==> src/rtl/min_scan_ctrl_if.sv <==
// min_scan_ctrl_if: query-side handshake, comparator link and result bus of min_scan_ctrl.
interface min_scan_ctrl_if #(
  parameter int D_W   = 10,
  parameter int IDX_W = 6
);
  logic               start;
  logic [IDX_W:0]     cand_num;
  logic               in_valid;
  logic               in_ready;
  logic [D_W-1:0]     in_dist;
  logic [8*D_W-1:0]   mn_d;
  logic [2:0]         mn_index;
  logic [D_W-1:0]     mn_distance;
  logic               busy;
  logic               done;
  logic [IDX_W-1:0]   best_idx;
  logic [D_W-1:0]     best_dist;

  modport master (
    input  start, cand_num, in_valid, in_dist, mn_index, mn_distance,
    output in_ready, mn_d, busy, done, best_idx, best_dist
  );

  modport slave (
    output start, cand_num, in_valid, in_dist, mn_index, mn_distance,
    input  in_ready, mn_d, busy, done, best_idx, best_dist
  );
endinterface

==> src/rtl/min_scan_ctrl.sv <==
// min_scan_ctrl: packs distances into 8-wide batches for a min comparator, keeps a running best (MIN_SCAN_REG_OUT_EN adds a WAIT stage).
// Latency: k fill cycles + 1 compare per batch (+1 WAIT per batch with the macro), then a 1-cycle done pulse.
// Backpressure: in_ready only in FILL; in_valid gaps stall filling without loss.
module min_scan_ctrl #(
  parameter int D_W      = 10,
  parameter int CAND_MAX = 64,
  parameter int IDX_W    = 6
) (
  input  logic            clk,
  input  logic            reset,
  min_scan_ctrl_if.master bus
);
  localparam logic [2:0] S_IDLE = 3'd0;
  localparam logic [2:0] S_FILL = 3'd1;
  localparam logic [2:0] S_CMP  = 3'd2;
  localparam logic [2:0] S_WAIT = 3'd3;
  localparam logic [2:0] S_DONE = 3'd4;

  localparam logic [D_W-1:0] PAD   = '1;
  localparam logic [IDX_W:0] N_MAX = (IDX_W+1)'(CAND_MAX);

  logic [2:0]       state;
  logic [IDX_W:0]   n_r;
  logic [IDX_W:0]   total;
  logic [IDX_W:0]   total_nxt;
  logic [3:0]       cnt;
  logic [IDX_W-1:0] base;
  logic             first_done;
  logic [D_W-1:0]   slot [8];
  logic [IDX_W-1:0] best_idx_r;
  logic [D_W-1:0]   best_dist_r;
  logic [2:0]       sel_index;
  logic [D_W-1:0]   sel_dist;
  logic             take;

`ifdef MIN_SCAN_REG_OUT_EN
  localparam logic [2:0] S_UPD = S_WAIT;
  logic [2:0]     mn_index_q;
  logic [D_W-1:0] mn_distance_q;

  // Comparator result is captured at the end of CMP so the best-register update sees a flop.
  always_ff @(posedge clk or posedge reset) begin
    if (reset) begin
      mn_index_q    <= '0;
      mn_distance_q <= '0;
    end else if (state == S_CMP) begin
      mn_index_q    <= bus.mn_index;
      mn_distance_q <= bus.mn_distance;
    end
  end

  assign sel_index = mn_index_q;
  assign sel_dist  = mn_distance_q;
`else
  localparam logic [2:0] S_UPD = S_CMP;
  assign sel_index = bus.mn_index;
  assign sel_dist  = bus.mn_distance;
`endif

  assign total_nxt = total + 1'b1;
  // The first batch loads unconditionally; later batches need a strict win so earlier ones keep ties.
  assign take      = !first_done || (sel_dist < best_dist_r);

  always_ff @(posedge clk or posedge reset) begin
    if (reset) begin
      state       <= S_IDLE;
      n_r         <= '0;
      total       <= '0;
      cnt         <= '0;
      base        <= '0;
      first_done  <= 1'b0;
      best_idx_r  <= '0;
      best_dist_r <= '0;
      for (int k = 0; k < 8; k++) slot[k] <= PAD;
    end else begin
      case (state)
        S_IDLE: begin
          if (bus.start) begin
            n_r         <= (bus.cand_num > N_MAX) ? N_MAX : bus.cand_num;
            total       <= '0;
            cnt         <= '0;
            base        <= '0;
            first_done  <= 1'b0;
            best_idx_r  <= '0;
            best_dist_r <= PAD;
            for (int k = 0; k < 8; k++) slot[k] <= PAD;
            state <= (bus.cand_num == '0) ? S_DONE : S_FILL;
          end
        end
        S_FILL: begin
          if (bus.in_valid) begin
            slot[cnt[2:0]] <= bus.in_dist;
            cnt            <= cnt + 4'd1;
            total          <= total_nxt;
            if (cnt == 4'd7 || total_nxt == n_r) state <= S_CMP;
          end
        end
        S_CMP, S_WAIT: begin
          if (state == S_UPD) begin
            first_done <= 1'b1;
            if (take) begin
              best_dist_r <= sel_dist;
              best_idx_r  <= base + IDX_W'(sel_index);
            end
            if (total < n_r) begin
              base  <= base + IDX_W'(8);
              cnt   <= '0;
              for (int k = 0; k < 8; k++) slot[k] <= PAD;
              state <= S_FILL;
            end else begin
              state <= S_DONE;
            end
          end else begin
            state <= S_WAIT;
          end
        end
        S_DONE:  state <= S_IDLE;
        default: state <= S_IDLE;
      endcase
    end
  end

  always_comb begin
    bus.mn_d = '1;
    for (int k = 0; k < 8; k++) bus.mn_d[k*D_W +: D_W] = slot[k];
  end

  assign bus.in_ready  = (state == S_FILL);
  assign bus.busy      = (state != S_IDLE);
  assign bus.done      = (state == S_DONE);
  assign bus.best_idx  = best_idx_r;
  assign bus.best_dist = best_dist_r;
endmodule

==> src/flat_wrapper.sv <==
// flat-port wrapper written by rule: the top's interface ports become plain ports
module min_scan_ctrl_flat 
#(
  parameter int D_W      = 10,
  parameter int CAND_MAX = 64,
  parameter int IDX_W    = 6
)
  (clk, reset, bus_start, bus_cand_num, bus_in_valid, bus_in_dist, bus_mn_index, bus_mn_distance, bus_in_ready, bus_mn_d, bus_busy, bus_done, bus_best_idx, bus_best_dist);
  min_scan_ctrl_if #(.D_W(D_W), .IDX_W(IDX_W)) bus_i ();
  input  logic clk;
  input  logic reset;
  input wire logic [$bits(bus_i.start)-1:0] bus_start;
  input wire logic [$bits(bus_i.cand_num)-1:0] bus_cand_num;
  input wire logic [$bits(bus_i.in_valid)-1:0] bus_in_valid;
  input wire logic [$bits(bus_i.in_dist)-1:0] bus_in_dist;
  input wire logic [$bits(bus_i.mn_index)-1:0] bus_mn_index;
  input wire logic [$bits(bus_i.mn_distance)-1:0] bus_mn_distance;
  output wire logic [$bits(bus_i.in_ready)-1:0] bus_in_ready;
  output wire logic [$bits(bus_i.mn_d)-1:0] bus_mn_d;
  output wire logic [$bits(bus_i.busy)-1:0] bus_busy;
  output wire logic [$bits(bus_i.done)-1:0] bus_done;
  output wire logic [$bits(bus_i.best_idx)-1:0] bus_best_idx;
  output wire logic [$bits(bus_i.best_dist)-1:0] bus_best_dist;
  assign bus_i.start = bus_start;
  assign bus_i.cand_num = bus_cand_num;
  assign bus_i.in_valid = bus_in_valid;
  assign bus_i.in_dist = bus_in_dist;
  assign bus_i.mn_index = bus_mn_index;
  assign bus_i.mn_distance = bus_mn_distance;
  assign bus_in_ready = bus_i.in_ready;
  assign bus_mn_d = bus_i.mn_d;
  assign bus_busy = bus_i.busy;
  assign bus_done = bus_i.done;
  assign bus_best_idx = bus_i.best_idx;
  assign bus_best_dist = bus_i.best_dist;
  min_scan_ctrl #(.D_W(D_W), .CAND_MAX(CAND_MAX), .IDX_W(IDX_W)) u_core (.clk(clk), .reset(reset), .bus(bus_i));
endmodule
==> config.mk <==
export PLATFORM = sky130hd
export DESIGN_NAME = min_scan_ctrl_flat
export DESIGN_NICKNAME = d
export VERILOG_FILES = /design/src/rtl/min_scan_ctrl_if.sv /design/src/rtl/min_scan_ctrl.sv /design/src/flat_wrapper.sv
export SDC_FILE = /design/constraint.sdc
export NUM_CORES = 1
export LEC_CHECK = 0
export CAP_MARGIN = 10
export CORE_MARGIN = 10
export CORE_UTILIZATION = 45
export DETAILED_ROUTE_END_ITERATION = 12
export PLACE_DENSITY_LB_ADDON = 0.1
export SYNTH_ARGS = -nofsm -noshare
export SYNTH_HDL_FRONTEND = slang
export SYNTH_SLANG_ARGS = --single-unit
==> constraint.sdc <==
create_clock -name clk -period 5 [get_ports clk]
set_input_delay 0.5 -clock clk [delete_from_list [all_inputs] [get_ports clk]]
set_output_delay 0.5 -clock clk [all_outputs]
set_load 0.05 [all_outputs]
Yosys cells after proc, flatten, opt, wreduce, memory -nomap -nowiden

Index checks and enable logic that the tools add are counted.

Register bits after elaboration: 124
Word-level logic and storage cells: 94

$add $sub $neg: 4
Magnitude comparators: 5
Equality and inequality tests: 12
Multiplexer cells: 38
Bitwise gates (word level): 1
Reductions and logical operators: 18

Operator list:

| operator                                       | number |
|---|---|
| 2-to-1 mux 80 bit                              | 4 |
| one-hot mux 80 bit (3 select lines)            | 1 |
| bitwise mux 80 bit                             | 1 |
| 2-to-1 mux 10 bit                              | 4 |
| demux 10 bit (select 3 bit)                    | 1 |
| 2-to-1 mux 6 bit                               | 5 |
| one-hot mux 6 bit (2 select lines)             | 2 |
| 2-to-1 mux 7 bit                               | 3 |
| one-hot mux 10 bit (2 select lines)            | 1 |
| 2-to-1 mux 3 bit                               | 6 |
| 2-to-1 mux 4 bit                               | 4 |
| one-hot mux 7 bit (2 select lines)             | 1 |
| one-hot mux 4 bit (3 select lines)             | 1 |
| less-than comparator 10 bit                    | 1 |
| one-hot mux 3 bit (3 select lines)             | 1 |
| AND reduction 3 bit                            | 3 |
| != test 2 x 1 -> 1 bit (second input constant) | 4 |
| AND reduction 4 bit                            | 2 |
| adder 7 x 1 -> 7 bit (second input constant)   | 1 |
| == test 7 bit                                  | 1 |
| > comparator 7 bit (second input constant)     | 1 |
| zero test 7 bit                                | 1 |
| less-than comparator 7 bit                     | 1 |
| adder 6 x 3 -> 6 bit                           | 1 |
| 21 further kinds                               | 27 |

Longest topological paths before layout

Word-level depth: 8
Gate-level depth with buffers: 11
Gate-level depth less buffers: 9

Least setup slack after synthesis

OpenSTA, ideal clock, no wires.

Path kind: register to register
Start: register u_core.best_dist_r[1], in the netlist u_core.bus.best_dist[1]
End: register u_core.best_dist_r[1], in the netlist u_core.bus.best_dist[1]
Arrival time: 2.399 ns
Data required time: 4.921 ns
Setup slack: 2.521 ns
Stages on the path, launching flop included: 10
Clock period less this slack: 2.479 ns
Cell sequence: dfrtp_1 inv_1 ha_1 a21o_1 a21o_1 a21oi_1 o211ai_1 a21oi_2 buf_2 mux2i_1

Word-level cells in the longest chain between the ends: 4

Ends and longest elaborated chain:

| item                                    | line                 | text |
|---|---|---|
| from (decl)                             | min_scan_ctrl.sv:31  | `logic [D_W-1:0] best_dist_r;` |
| from (signal assigned)                  | min_scan_ctrl.sv:102 | `best_dist_r <= sel_dist;` |
| less-than comparator 10 bit             | min_scan_ctrl.sv:62  | `assign take = !first_done \|\| (sel_dist < best_dist_r);` |
| logical OR 1 bit                        | min_scan_ctrl.sv:62  |  |
| != test 2 x 1 -> 1 bit (no source line) | --                   |  |
| AND reduction 4 bit (no source line)    | --                   |  |

Every way passes these cells.
A chain may end at the register's enable or synchronous reset.

Worst setup path in the final report

Start: register u_core.state[1]
End: output bus_in_ready

Word-level cells in the longest chain between the ends: 1

Ends and longest elaborated chain:

| item                   | line                 | text |
|---|---|---|
| from (decl)            | min_scan_ctrl.sv:22  | `logic [2:0] state;` |
| from (signal assigned) | min_scan_ctrl.sv:87  | `state <= (bus.cand_num == '0) ? S_DONE : S_FILL;` |
| == test 3 x 1 -> 1 bit | min_scan_ctrl.sv:128 | `assign bus.in_ready = (state == S_FILL);` |
| to (decl)              | flat_wrapper.sv:18   | `output wire logic [$bits(bus_i.in_ready)-1:0] bus_in_ready;` |

Every way passes these cells.

==> qor.tcl <==
set qor(timing.final.crit_share_pct) 74.0
set qor(path_class) {reg2out}
set qor(critPathLaunchType) {flop}
set qor(timing_hold_violations_final) 0
set qor(synth-main-ff-cell) {sky130_fd_sc_hd__dfstp_2}
set qor(grt_use_met2_pct) 29.1
set qor(seq_area_sq_mm) 0.00313
set qor(unrepaired_setup_endpoints_after_global_routing) {false}
set qor(p_seq_share_pct) 30.1
set qor(globalRoute.totalOverflow) 0
set qor(core_footprint_sq_mm) 0.0127
set qor(fmax_ghz) 0.270
set qor(synthMostInstantiatedCell) {sky130_fd_sc_hd__nor2_1}
set qor(maximum_single_stage_delay_on_the_critical_path_ns) 0.86
set qor(cell_internal_pwr_mw) 2.92
set qor(netlist_top_cells_area) {sky130_fd_sc_hd__dfstp_2, sky130_fd_sc_hd__dfrtp_1, sky130_fd_sc_hd__mux2i_1}
set qor(clk_pin_slew_worst_paths_ns) 0.05
set qor(gp_congestion) 0.879
set qor(finalSetupViolations) 0
set qor(yosys.area.top_type_share_pct) 35.8
set qor(power.share.clock_pct) 23.3
set qor(postCtsSetupRepairBufs) 0
set qor(gr-usage-met1_pct) 21.3
set qor(critical_path_peak_fanout) 22
set qor(finalWorstPathRequiredPeriod_ns) 3.70
set qor(synth.cells.most_frequent) {sky130_fd_sc_hd__nor2_1, sky130_fd_sc_hd__dfstp_2, sky130_fd_sc_hd__mux2i_1}
set qor(cp_cell_sequence) {inv_1 > nand3_1 > inv_1 > clkdlybuf4s50_1}
set qor(viasPerCell) 5.32
set qor(synth.yosys.warnings) 0
set qor(drt-wirelength-per-cell_um) 18.7
set qor(total_leakage_power_nw) 3.60
set qor(synth-seq-cells) 121
set qor(clock_tree_from_tritoncts) {done}
set qor(power_frac_comb_pct) 46.6
set qor(ys_async_sr_fraction_pct) 100
set qor(switching_share_pct) 43.3
set qor(grt_busiest_layer) {met2}
set qor(max-cap-violations) 0
set qor(synthesis.instances) 546
set qor(synth.cell_area_sq_mm) 0.00587
set qor(hold_class) {reg2reg}
set qor(fin_nets) 728
set qor(layout.filler_cells) 1099
set qor(synth.yosys.seq_area_share_pct) 53.2
set qor(antenna_cells) 0
set qor(cts-buffers-inserted) 17
set qor(hold-worst-slack_ns) 0.494
set qor(post-route-drc-count) 0
set qor(synthDominantAreaCellType) {sky130_fd_sc_hd__dfstp_2}
set qor(dieArea_sq_mm) 0.0180
set qor(die_w_um) 134
set qor(layout-drive-gt1-share_pct) 18.9
set qor(top_level_port_count) 133
set qor(vias) 4576
set qor(grt_start_max_net_pins) 62
set qor(final.setup_skew_ns) 0.00854
set qor(drt_first_pass_iters) 5
set qor(grt.met3_usage_pct) 7.65
set qor(cts_repair_resize_count) 0
set qor(footprint_of_the_multi_input_gates_sq_mm) 0.00250
set qor(clkLatencyLatePin_ns) 0.42
set qor(synthesis.nets) 599
set qor(io_buffers) 132
set qor(groute.usage.overall_pct) 18.3
set qor(powerDensity_mw_per_mm2) 650
set qor(synth_enable_flop_cells) 0
set qor(antenna_found_initial) 0
set qor(worst-endpoint-required_ns) 4.50
set qor(cp.buffers_inverters) 3
set qor(clock_tree.buffer_depth) 2
set qor(max_slew_margin_pct) 19.7
set qor(first_global_vias) 4957
set qor(ant_nets) 0
set qor(critPathMostFrequentCell) {sky130_fd_sc_hd__inv_1}
set qor(post-layout-total-power_mw) 5.15
set qor(grt_pass1_wl_um) 25900
set qor(synthDistinctLibCells) 50
set qor(floorplan.initialDensity_pct) 46.2
set qor(drt-total-wl_um) 16100
set qor(clock_sink_count) 121
set qor(final.setup.tns_ns) 0
set qor(worst_pin_slew_ns) 1.20
set qor(family_of_cells_with_the_greatest_summed_delay_on_the_critical_path) {buffers and inverters}
set qor(syn_area_per_cell_sq_um) 10.8
set qor(worst_ir_drop_vdd_v) 0.000478
set qor(drt_first_iter_violations) 272
set qor(dp.final_hpwl_um) 11600
set qor(report.final.slew_viol_count) 0
set qor(ctsHoldBuffers) 0
set qor(cp_slowest_cell) {sky130_fd_sc_hd__clkdlybuf4s50_1}
set qor(critical_path_arrival_ns) 3.20
set qor(crit_path_end_kind) {primary output}
set qor(cts_max_level) 4
set qor(cts.root.buffer_cell) {sky130_fd_sc_hd__clkbuf_16}
set qor(net-switching-power_mw) 2.23
set qor(dieHeight_um) 134
set qor(area_growth_pct) 34.9
set qor(outcome) {finished clean}
set qor(floorplan.rows) 41
[routing by layer]
layer | up-vias | wire length, um | share of wire, %
met1 | 2265 | 6900 | 43
met2 | 129 | 7700 | 48
met4 | 0 | 246 | 1.5
met5 | - | 0 | 0
met3 | 19 | 1230 | 7.6
li1 | 2163 | - | -
[power by group through the flow]
stage	sequential, mW	combinational, mW	clock, mW
final	1.55	2.40	1.20
after global routing	1.59	2.58	1.25
after CTS	1.55	2.41	1.21
after detailed placement	1.56	2.40	0
after global placement	1.56	2.36	0
after floorplan	2.20	1.02	0
[flip-flops by register name, summed over array words and instances (netlist names)]
signal,flops
u_core.n_r,7
u_core.cnt,4
u_core.bus.best_idx,6
u_core.first_done,1
u_core.bus.best_dist,10
u_core.state,3
u_core.total,7
u_core.bus.mn_d,80
u_core.base,3
[logic make-up (layout without fill, tap and decap cells)]
logic type / count (synthesis) / after routing / synth area share [%]
compound gates: 91 / 91 / 10.7
fa+ha+maj: 19 / 19 / 4.05
mux: 78 / 78 / 13.4
xor+xnor: 5 / 5 / 0.745
flops: 121 / 121 / 53.2
buf+inv: 58 / 200 / 4.32
simple gates: 174 / 174 / 13.6
[worst min-delay path, cell delays in order, from the launching register on]
cell	delay, ns
sky130_fd_sc_hd__dfrtp_1	0.35
sky130_fd_sc_hd__nand2_1	0.05
sky130_fd_sc_hd__o21ai_0	0.06
[through the flow]
step	setup slack [ns]	util (%)	cell area [sq um]	cells
global placement	1.64	57.6	7320	827
detailed placement	1.57	57.6	7320	827
global route	1.07	62.3	7920	860
floorplan	1.42	-	5870	546
finish	1.30	62.3	7920	860
CTS	1.30	62.2	7920	859
[cell type report]
class	instances	area share, %
sequential	121	39.5
multi-input combinational	367	31.6
timing repair buffer	139	17.3
clock buffer	27	7.14
tap	172	2.72
inverter	29	1.41
clock inverter	5	0.332
[path summary, 6_finish.rpt]
check	from	end	cells past startpoint	slack, ns
worst max-delay path	u_core.state[1]	bus_in_ready	4	1.30
worst min-delay path	u_core.n_r[0]	u_core.n_r[0]	2	0.49
worst max register to register	u_core.state[1]	u_core.base[3]	8	1.64
worst min register to register	u_core.n_r[0]	u_core.n_r[0]	2	0.49
max in group asynchronous	reset	u_core.bus.mn_d[47]	3	3.48
min in group asynchronous	reset	u_core.bus.best_idx[2]	2	0.56
[cells in the final DEF (no fill, tap or decap), drive strengths merged, types with 10 or more instances in the layout]
cell type | netlist | routed
dfrtp | 41 | 41
nand2b | 10 | 10
a2bb2oi | 10 | 10
o21ai | 31 | 31
inv | 29 | 30
nor2 | 83 | 83
nand2 | 30 | 30
clkdlybuf4s50 | 0 | 132
clkbuf | 11 | 28
nor3 | 19 | 19
mux2i | 75 | 75
ha | 19 | 19
dfstp | 80 | 80
a21oi | 16 | 16
Note: power is estimated with default switching activity, not from simulation.
